===== src/rtl/mem_arbiter_pkg.sv =====
// Shared definitions for the RAM arbiter: response-owner encoding and default widths.
package mem_arbiter_pkg;

    localparam int DEF_ADDR_W = 9;
    localparam int DEF_DATA_W = 32;

    typedef enum logic [1:0] {
        OWN_NONE  = 2'd0,
        OWN_FETCH = 2'd1,
        OWN_DATA  = 2'd2
    } owner_t;

    // Only reads produce a response; a store leaves no owner behind.
    function automatic owner_t next_owner(input logic fetch_gnt, input logic data_gnt,
                                          input logic data_we);
        owner_t own;
        if (fetch_gnt) begin
            own = OWN_FETCH;
        end else if (data_gnt && !data_we) begin
            own = OWN_DATA;
        end else begin
            own = OWN_NONE;
        end
        return own;
    endfunction

endpackage


===== src/rtl/mem_arbiter_starve_counter.sv =====
// Saturating count of consecutive denied fetch cycles; at_max forces fetch ahead of data.
module starve_counter #(
    parameter int MAX_STALL = 4
) (
    input  logic clock,
    input  logic reset,
    input  logic inc,
    input  logic clr,
    output logic at_max
);

    localparam int CW = $clog2(MAX_STALL + 1);
    localparam logic [CW-1:0] MAX_C = CW'(MAX_STALL);

    logic [CW-1:0] cnt_r;

    // Clear wins over increment; the count holds once it reaches MAX_STALL.
    always_ff @(posedge clock) begin
        if (reset) begin
            cnt_r <= {CW{1'b0}};
        end else if (clr) begin
            cnt_r <= {CW{1'b0}};
        end else if (inc && (cnt_r != MAX_C)) begin
            cnt_r <= cnt_r + CW'(1);
        end else begin
            cnt_r <= cnt_r;
        end
    end

    assign at_max = (cnt_r == MAX_C);

endmodule


===== src/rtl/mem_arbiter.sv =====
// Single-port RAM arbiter: loader in load mode, data-over-fetch in run mode with
// starvation override, and 1-cycle read responses routed back to the issuer.
module mem_arbiter
    import mem_arbiter_pkg::*;
#(
    parameter int ADDR_W    = DEF_ADDR_W,
    parameter int DATA_W    = DEF_DATA_W,
    parameter int MAX_STALL = 4
) (
    input  logic              clock,
    input  logic              reset,
    input  logic              working,
    input  logic              ld_wr,
    input  logic [ADDR_W-1:0] ld_addr,
    input  logic [DATA_W-1:0] ld_wdata,
    input  logic              if_req,
    input  logic [ADDR_W-1:0] if_addr,
    output logic              if_gnt,
    output logic              if_rvalid,
    output logic [DATA_W-1:0] if_rdata,
    input  logic              d_req,
    input  logic              d_we,
    input  logic [31:0]       d_addr,
    input  logic [DATA_W-1:0] d_wdata,
    output logic              d_gnt,
    output logic              d_rvalid,
    output logic [DATA_W-1:0] d_rdata,
    output logic              d_err,
    output logic [ADDR_W-1:0] ram_addr,
    output logic              ram_wEn,
    output logic              ram_rEn,
    output logic [DATA_W-1:0] ram_wDat,
    input  logic [DATA_W-1:0] ram_rDat
);

    owner_t owner_r;
    logic   d_err_r;
    logic   fetch_win_s;
    logic   data_win_s;
    logic   starve_inc_s;
    logic   starve_at_max_s;
    logic   oob_s;

    // Fetch normally yields to data; it wins only when data is idle or it has waited MAX_STALL cycles.
    assign fetch_win_s  = working & if_req & (starve_at_max_s | ~d_req);
    assign data_win_s   = working & d_req & ~fetch_win_s;
    assign starve_inc_s = working & if_req & ~fetch_win_s;
    assign oob_s        = |d_addr[31:ADDR_W];

    assign if_gnt = fetch_win_s;
    assign d_gnt  = data_win_s;

    starve_counter #(
        .MAX_STALL(MAX_STALL)
    ) u_starve (
        .clock (clock),
        .reset (reset),
        .inc   (starve_inc_s),
        .clr   (~starve_inc_s),
        .at_max(starve_at_max_s)
    );

    // Drive the RAM in the grant cycle; an idle cycle presents all-zero controls.
    always_comb begin
        ram_addr = {ADDR_W{1'b0}};
        ram_wEn  = 1'b0;
        ram_rEn  = 1'b0;
        ram_wDat = {DATA_W{1'b0}};
        if (!working) begin
            if (ld_wr) begin
                ram_wEn  = 1'b1;
                ram_addr = ld_addr;
                ram_wDat = ld_wdata;
            end else begin
                ram_wEn = 1'b0;
            end
        end else if (fetch_win_s) begin
            ram_rEn  = 1'b1;
            ram_addr = if_addr;
        end else if (data_win_s) begin
            ram_addr = d_addr[ADDR_W-1:0];
            if (d_we) begin
                ram_wEn  = 1'b1;
                ram_wDat = d_wdata;
            end else begin
                ram_rEn = 1'b1;
            end
        end else begin
            ram_rEn = 1'b0;
        end
    end

    // Remember who issued this cycle's read so the next cycle's RAM data goes to them.
    always_ff @(posedge clock) begin
        if (reset) begin
            owner_r <= OWN_NONE;
            d_err_r <= 1'b0;
        end else begin
            owner_r <= next_owner(fetch_win_s, data_win_s, d_we);
            d_err_r <= data_win_s & oob_s;
        end
    end

    assign if_rvalid = (owner_r == OWN_FETCH);
    assign d_rvalid  = (owner_r == OWN_DATA);
    assign if_rdata  = if_rvalid ? ram_rDat : {DATA_W{1'b0}};
    assign d_rdata   = d_rvalid ? ram_rDat : {DATA_W{1'b0}};
    assign d_err     = d_err_r;

endmodule


===== config.mk =====
export PLATFORM = sky130hd
export DESIGN_NAME = mem_arbiter
export DESIGN_NICKNAME = d
export VERILOG_FILES = /design/src/rtl/mem_arbiter_pkg.sv /design/src/rtl/mem_arbiter_starve_counter.sv /design/src/rtl/mem_arbiter.sv
export SDC_FILE = /design/constraint.sdc
export NUM_CORES = 1
export LEC_CHECK = 0
export BUFFER_PORTS_ARGS = -buffer_cell sky130_fd_sc_hd__buf_2
export CAP_MARGIN = 20
export CORE_AREA = 2 2 104 106
export DETAILED_ROUTE_END_ITERATION = 10
export DIE_AREA = 0 0 106 108
export PLACE_DENSITY = 0.54
export SYNTH_ARGS = -nofsm -noshare
export SYNTH_HDL_FRONTEND = slang
export SYNTH_SLANG_ARGS = --single-unit
export TNS_END_PERCENT = 10

===== constraint.sdc =====
create_clock -name clock -period 4.1 [get_ports clock]
set_input_delay 0.205 -clock clock [delete_from_list [all_inputs] [get_ports clock]]
set_output_delay 0.205 -clock clock [all_outputs]
set_load 0.005 [all_outputs]

-- Yosys cells after proc, flatten, opt, wreduce, memory -nomap -nowiden
Cells that the tools add are included.
- register bits after elaboration: 6
- bits of input ports: 153
- output and inout port bits: 112
- word-level logic and storage cells: 47
- add/sub/neg operators: 1
- eq/ne operators: 4
- mux-type cells: 22
- bitwise logic cells: 10
- reductions and logical operators: 6
- operators with widths (kind ; count):
    32-bit two-way mux ; 7
    9-bit two-way mux ; 4
    23-bit OR reduction ; 1
    1-bit two-way mux ; 10
    1-bit AND ; 6
    2-bit OR reduction ; 2
    3-bit by 1-bit adder with 3-bit output (second input constant) ; 1
    3-bit equality test (second input constant) ; 1
    3-bit inequality test (second input constant) ; 1
    1-bit inverter ; 3
    2-bit by 1-bit equality test with 1-bit output (second input constant) ; 1
    2-bit equality test (second input constant) ; 1
    1-bit logical AND ; 2
    2-bit two-way mux ; 1
    1-bit zero test ; 1
    1-bit OR ; 1

-- Longest topological paths before layout
- depth in word-level cells: 8
- depth in mapped cells: 6
- depth with buffers taken out: 5

-- By module
From an unflattened synthesis, not the netlist that was laid out.
- cells, all modules: 175
- area total of the unflattened synthesis: 1337.5 µm²
- by module, submodules not included (module ; times used ; cells each ; area an instance (µm²) ; seq. area each (µm²)):
    mem_arbiter ; 1 ; 157 ; 1149.9 ; 60.1
    starve_counter ; 1 ; 18 ; 187.7 ; 60.1

-- Least setup slack after synthesis
No wires, ideal clock.
- kind: register to output
- start point: reg u_starve.cnt_r[0]
- end point: out ram_wDat[10]
- data arrival time: 1300 ps
- data required time: 3895 ps
- slack: 2595 ps
- stages on the path, launching flop included: 6
- buffers on the path: 1
- cell sequence: dfxtp_1 inv_1 ha_1 a311oi_4 buf_6 a22o_1
- longest elaborated chain between the ends: 8
- RTL lines (item ; RTL line ; source):
    start: declaration ; mem_arbiter_starve_counter.sv:15 ; logic [CW-1:0] cnt_r;
    start signal: assignment ; mem_arbiter_starve_counter.sv:20 ; cnt_r <= {CW{1'b0}};
    start signal: assignment ; mem_arbiter_starve_counter.sv:22 ; cnt_r <= {CW{1'b0}};
    start signal: assignment ; mem_arbiter_starve_counter.sv:24 ; cnt_r <= cnt_r + CW'(1);
    3-bit equality test * ; mem_arbiter_starve_counter.sv:30 ; assign at_max = (cnt_r == MAX_C);
    1-bit OR * ; mem_arbiter.sv:45 ; assign fetch_win_s = working & if_req & (starve_at_max_s | ~d_req);
    1-bit AND * ; mem_arbiter.sv:45 ;
    1-bit inverter ; mem_arbiter.sv:46 ; assign data_win_s = working & d_req & ~fetch_win_s;
    1-bit AND ; mem_arbiter.sv:46 ;
    32-bit two-way mux ; mem_arbiter.sv:80 ; end else if (data_win_s) begin
    32-bit two-way mux * ; mem_arbiter.sv:77 ; end else if (fetch_win_s) begin
    32-bit two-way mux * ; mem_arbiter.sv:69 ; if (!working) begin
    end: declaration ; mem_arbiter.sv:32 ; output logic [DATA_W-1:0] ram_wDat,
Every way passes the cells marked *; elsewhere a longest branch is shown, timed or not.

-- Worst setup path in the final report
- start point: reg u_starve.cnt_r[0]
- end point: out ram_addr[0]
- longest elaborated chain between the ends: 8
- RTL lines (item ; RTL line ; source):
    3-bit equality test * ; mem_arbiter_starve_counter.sv:30 ;
    1-bit OR * ; mem_arbiter.sv:45 ;
    1-bit AND * ; mem_arbiter.sv:45 ;
    1-bit inverter ; mem_arbiter.sv:46 ;
    1-bit AND ; mem_arbiter.sv:46 ;
    9-bit two-way mux ; mem_arbiter.sv:80 ;
    9-bit two-way mux * ; mem_arbiter.sv:77 ;
    9-bit two-way mux * ; mem_arbiter.sv:69 ;
    end: declaration ; mem_arbiter.sv:29 ; output logic [ADDR_W-1:0] ram_addr,
Marks and branches as above.

==> summary.md <==
| Metric | Value |
|---|---|
| Outcome | `completed` |
| Max-cap violations | `0` |
| Cts repair resizes | `0` |
| CTS buffer count | `3` |
| Clock Path Buffers | `2` |
| Hold WC Path Type | `input pin to flop` |
| Worst Setup End Kind | `primary output` |
| Fillers | `~1100` |
| Initial Util | `12.3%` |
| Grt ovf | `0` |
| # clock sinks | `6` |
| Sequential share of the synthesized area | `approximately a tenth` |
| Vias per cell | `around 4` |
| Leak | `between 1.5 and 2 nW` |
| Pre-CTS setup slack | `~1700 ps` |
| Top cells by area, synth | `and2_1, a22o_1, dfxtp_1` |
| Largest net degree at the start of global routing | `43` |
| Full die area | `between 10000 and 15000 sq um` |
| Setup Fix Bufs, Post-CTS | `0` |
| Clk slew on worst S/H paths | `~40 ps` |
| Final hold violation count | `0` |
| Post-DP HPWL | `slightly above 7 mm` |
| Worst-Skew Late Latency | `between 200 and 250 ps` |
| Tmin final | `2360 ps` |
| Max stage delay on crit path | `660 ps` |
| Nets | `584` |
| Placed inst area | `roughly 2700 sq um` |
| Final Cycle Share | `57.4%` |
| Final Wtd Congestion | `roughly 0.77` |
| Syn Std Cell Area | `1260 sq um` |
| Mapped Cells | `~170` |
| CTS Hold Buffers Added | `0` |
| Core area | `about 10000 sq um` |
| Initial antenna violation count | `2` |
| Hold slack | `289 ps` |
| Root buf cell | `clkbuf_8` |
| Reg2reg start | `u_starve.cnt_r[0]` |
| Tot Pwr | `approximately 0.00034 W` |
| Avg Inst Size Synth | `between 7 and 8 sq um` |
| RSZ-0062 raised after global routing | `false` |
| Top-area cell type share of the netlist area | `between 30% and 40%` |
| CTS tree | `done` |
| Slew Limit Fails | `0` |
| CP Data Required Time | `roughly 4000 ps` |
| CP max FO | `7` |
| # port buffers | `about 260` |
| DR iter-0 viols | `83` |
| VDD IR max | `0.0619 mV` |
| DRC errors left | `0` |
| Routed len/inst | `roughly 14 um` |
| GR Util All Layers | `12.4%` |
| Area grow syn2layout | `120%` |
| Worst Tran Pin Value | `around 840 ps` |
| DR vias | `around 2300` |
| Vias in the first global route | `roughly 2100` |
| Final WS setup | `~1700 ps` |
| Max Freq | `around 420 MHz` |
| Relative slew slack | `43.7%` |
| CP arrival | `approximately 2200 ps` |
| Most common cell after layout, fill and taps aside | `buf_2` |
| Setup-failing EPs final | `0` |
| Cell area after layout | `about 2800 sq um` |
| Netlist cell types | `24` |
| Min-delay src | `reset` |
| Cell Rows | `37` |
| Routed WL | `between 7 and 8 mm` |
| DR pass1 iterations | `4` |
| CP top delay family | `compound AO/OA/AOI/OAI gates` |
| Yosys top cell by area | `and2_1` |
| Yosys warnings | `0` |
| Commonest non-fill, non-tap cells in the layout | `buf_2, and2_1, a22o_1, a221o_1, dfxtp_1` |
| WS Path Type | `flop to primary output` |
| FF-to-FF setup slack | `2470 ps` |
| Routed Antenna Nets | `0` |
| Crit path from | `u_starve.cnt_r[0]` |
| Cell at the slowest stage of the critical path | `a31oi_1` |
| Startpoint types | `flop` |
| Die W | `around 110 um` |
| Final setup skew | `0.799 ps` |
| Total negative slack | `0 ps` |
| Cell area power density | `~120 nW/um^2` |
| Max H-tree Level | `1` |
| Die Height | `between 100 and 150 um` |
| First-pass GRT wire length | `about 11 mm` |
| IO Pins | `approximately 270` |
| Yosys reg bits | `6` |
| Critical-path cell list | `inv_1 > ha_1 > a31oi_1 > buf_4 > a221o_1 > buf_2` |
| Buf/Inv on CP | `3` |
| Syn_nets | `between 300 and 400` |
| Share of cells above drive strength 1 | `around 64%` |
[through the flow]
| step | std cells | util, % |
|---|---|---|
| after floorplan | 169 | - |
| after global placement | 557 | 26.3 |
| after detailed placement | 558 | 26.4 |
| after CTS | 561 | 26.8 |
| after global routing | 563 | 27.0 |
| final | 564 | 27.1 |
[worst paths after layout]
check                           end  cells past startpoint
setup / recovery        ram_addr[0]                      6
hold / removal                d_err                      3
setup reg to reg              d_err                      4
hold reg to reg   u_starve.cnt_r[0]                      1
[per-layer routing]
metal  up-vias  wire [um]  track usage (%)
met3         4        745             3.56
met5         -         13                0
met1       971       3170             14.2
met4         2         68             2.82
met2       162       3800             22.7
li1       1125          -                -
[registers in the layout, summed over array words and instances, names as in the netlist]
signal	flops
owner_r	2
u_starve.cnt_r	3
d_err	1
[power breakdown]
group          switching (W)  internal [W]  leakage [nW]   total, W
Sequential       0.000000592     0.0000599        0.0487  0.0000605
Combinational      0.0000813      0.000110          1.67   0.000191
Clock              0.0000257     0.0000631        0.0216  0.0000888
[cell usage after synthesis (all sizes together)]
cell type	number
and2	75
a22o	32
a221o	9
buf	9
clkbuf	6
dfxtp	6
inv	5
nand2	3
nor2	3
nor2b	3
nor4	3
ha	2
nand4	2
or4	2
a21o	1
a21oi	1
a311oi	1
a31oi	1
and3	1
nor3	1
o311a	1
or2	1
xnor2	1
[logic make-up after synthesis]
group / synth area share [%]
DFF: 9.54
xor gates and xnor gates: 0.696
buffers and inverters: 8.35
adders and majority gates: 1.99
and+or+nand+nor: 45.6
AOI/OAI and AO/OA: 33.8
[layout make-up]
cell class              instances  area (sq um)  share of cell area, %
multi-input cells             143          1040                   37.6
repair buffers                270          1370                   49.6
flip-flops and latches          6           120                   4.34
diodes                          1          2.50                 0.0904
clock buffers                   3          41.3                   1.49
inverters                       5          18.8                  0.678
well taps                     136           170                   6.15
[worst reg2reg max path: stages, from the launching register on]
cell     delay, ps
dfxtp_1        350
inv_1           50
ha_1           240
a31oi_1        660
o311a_1        270
(Power assumes the default switching activity.)
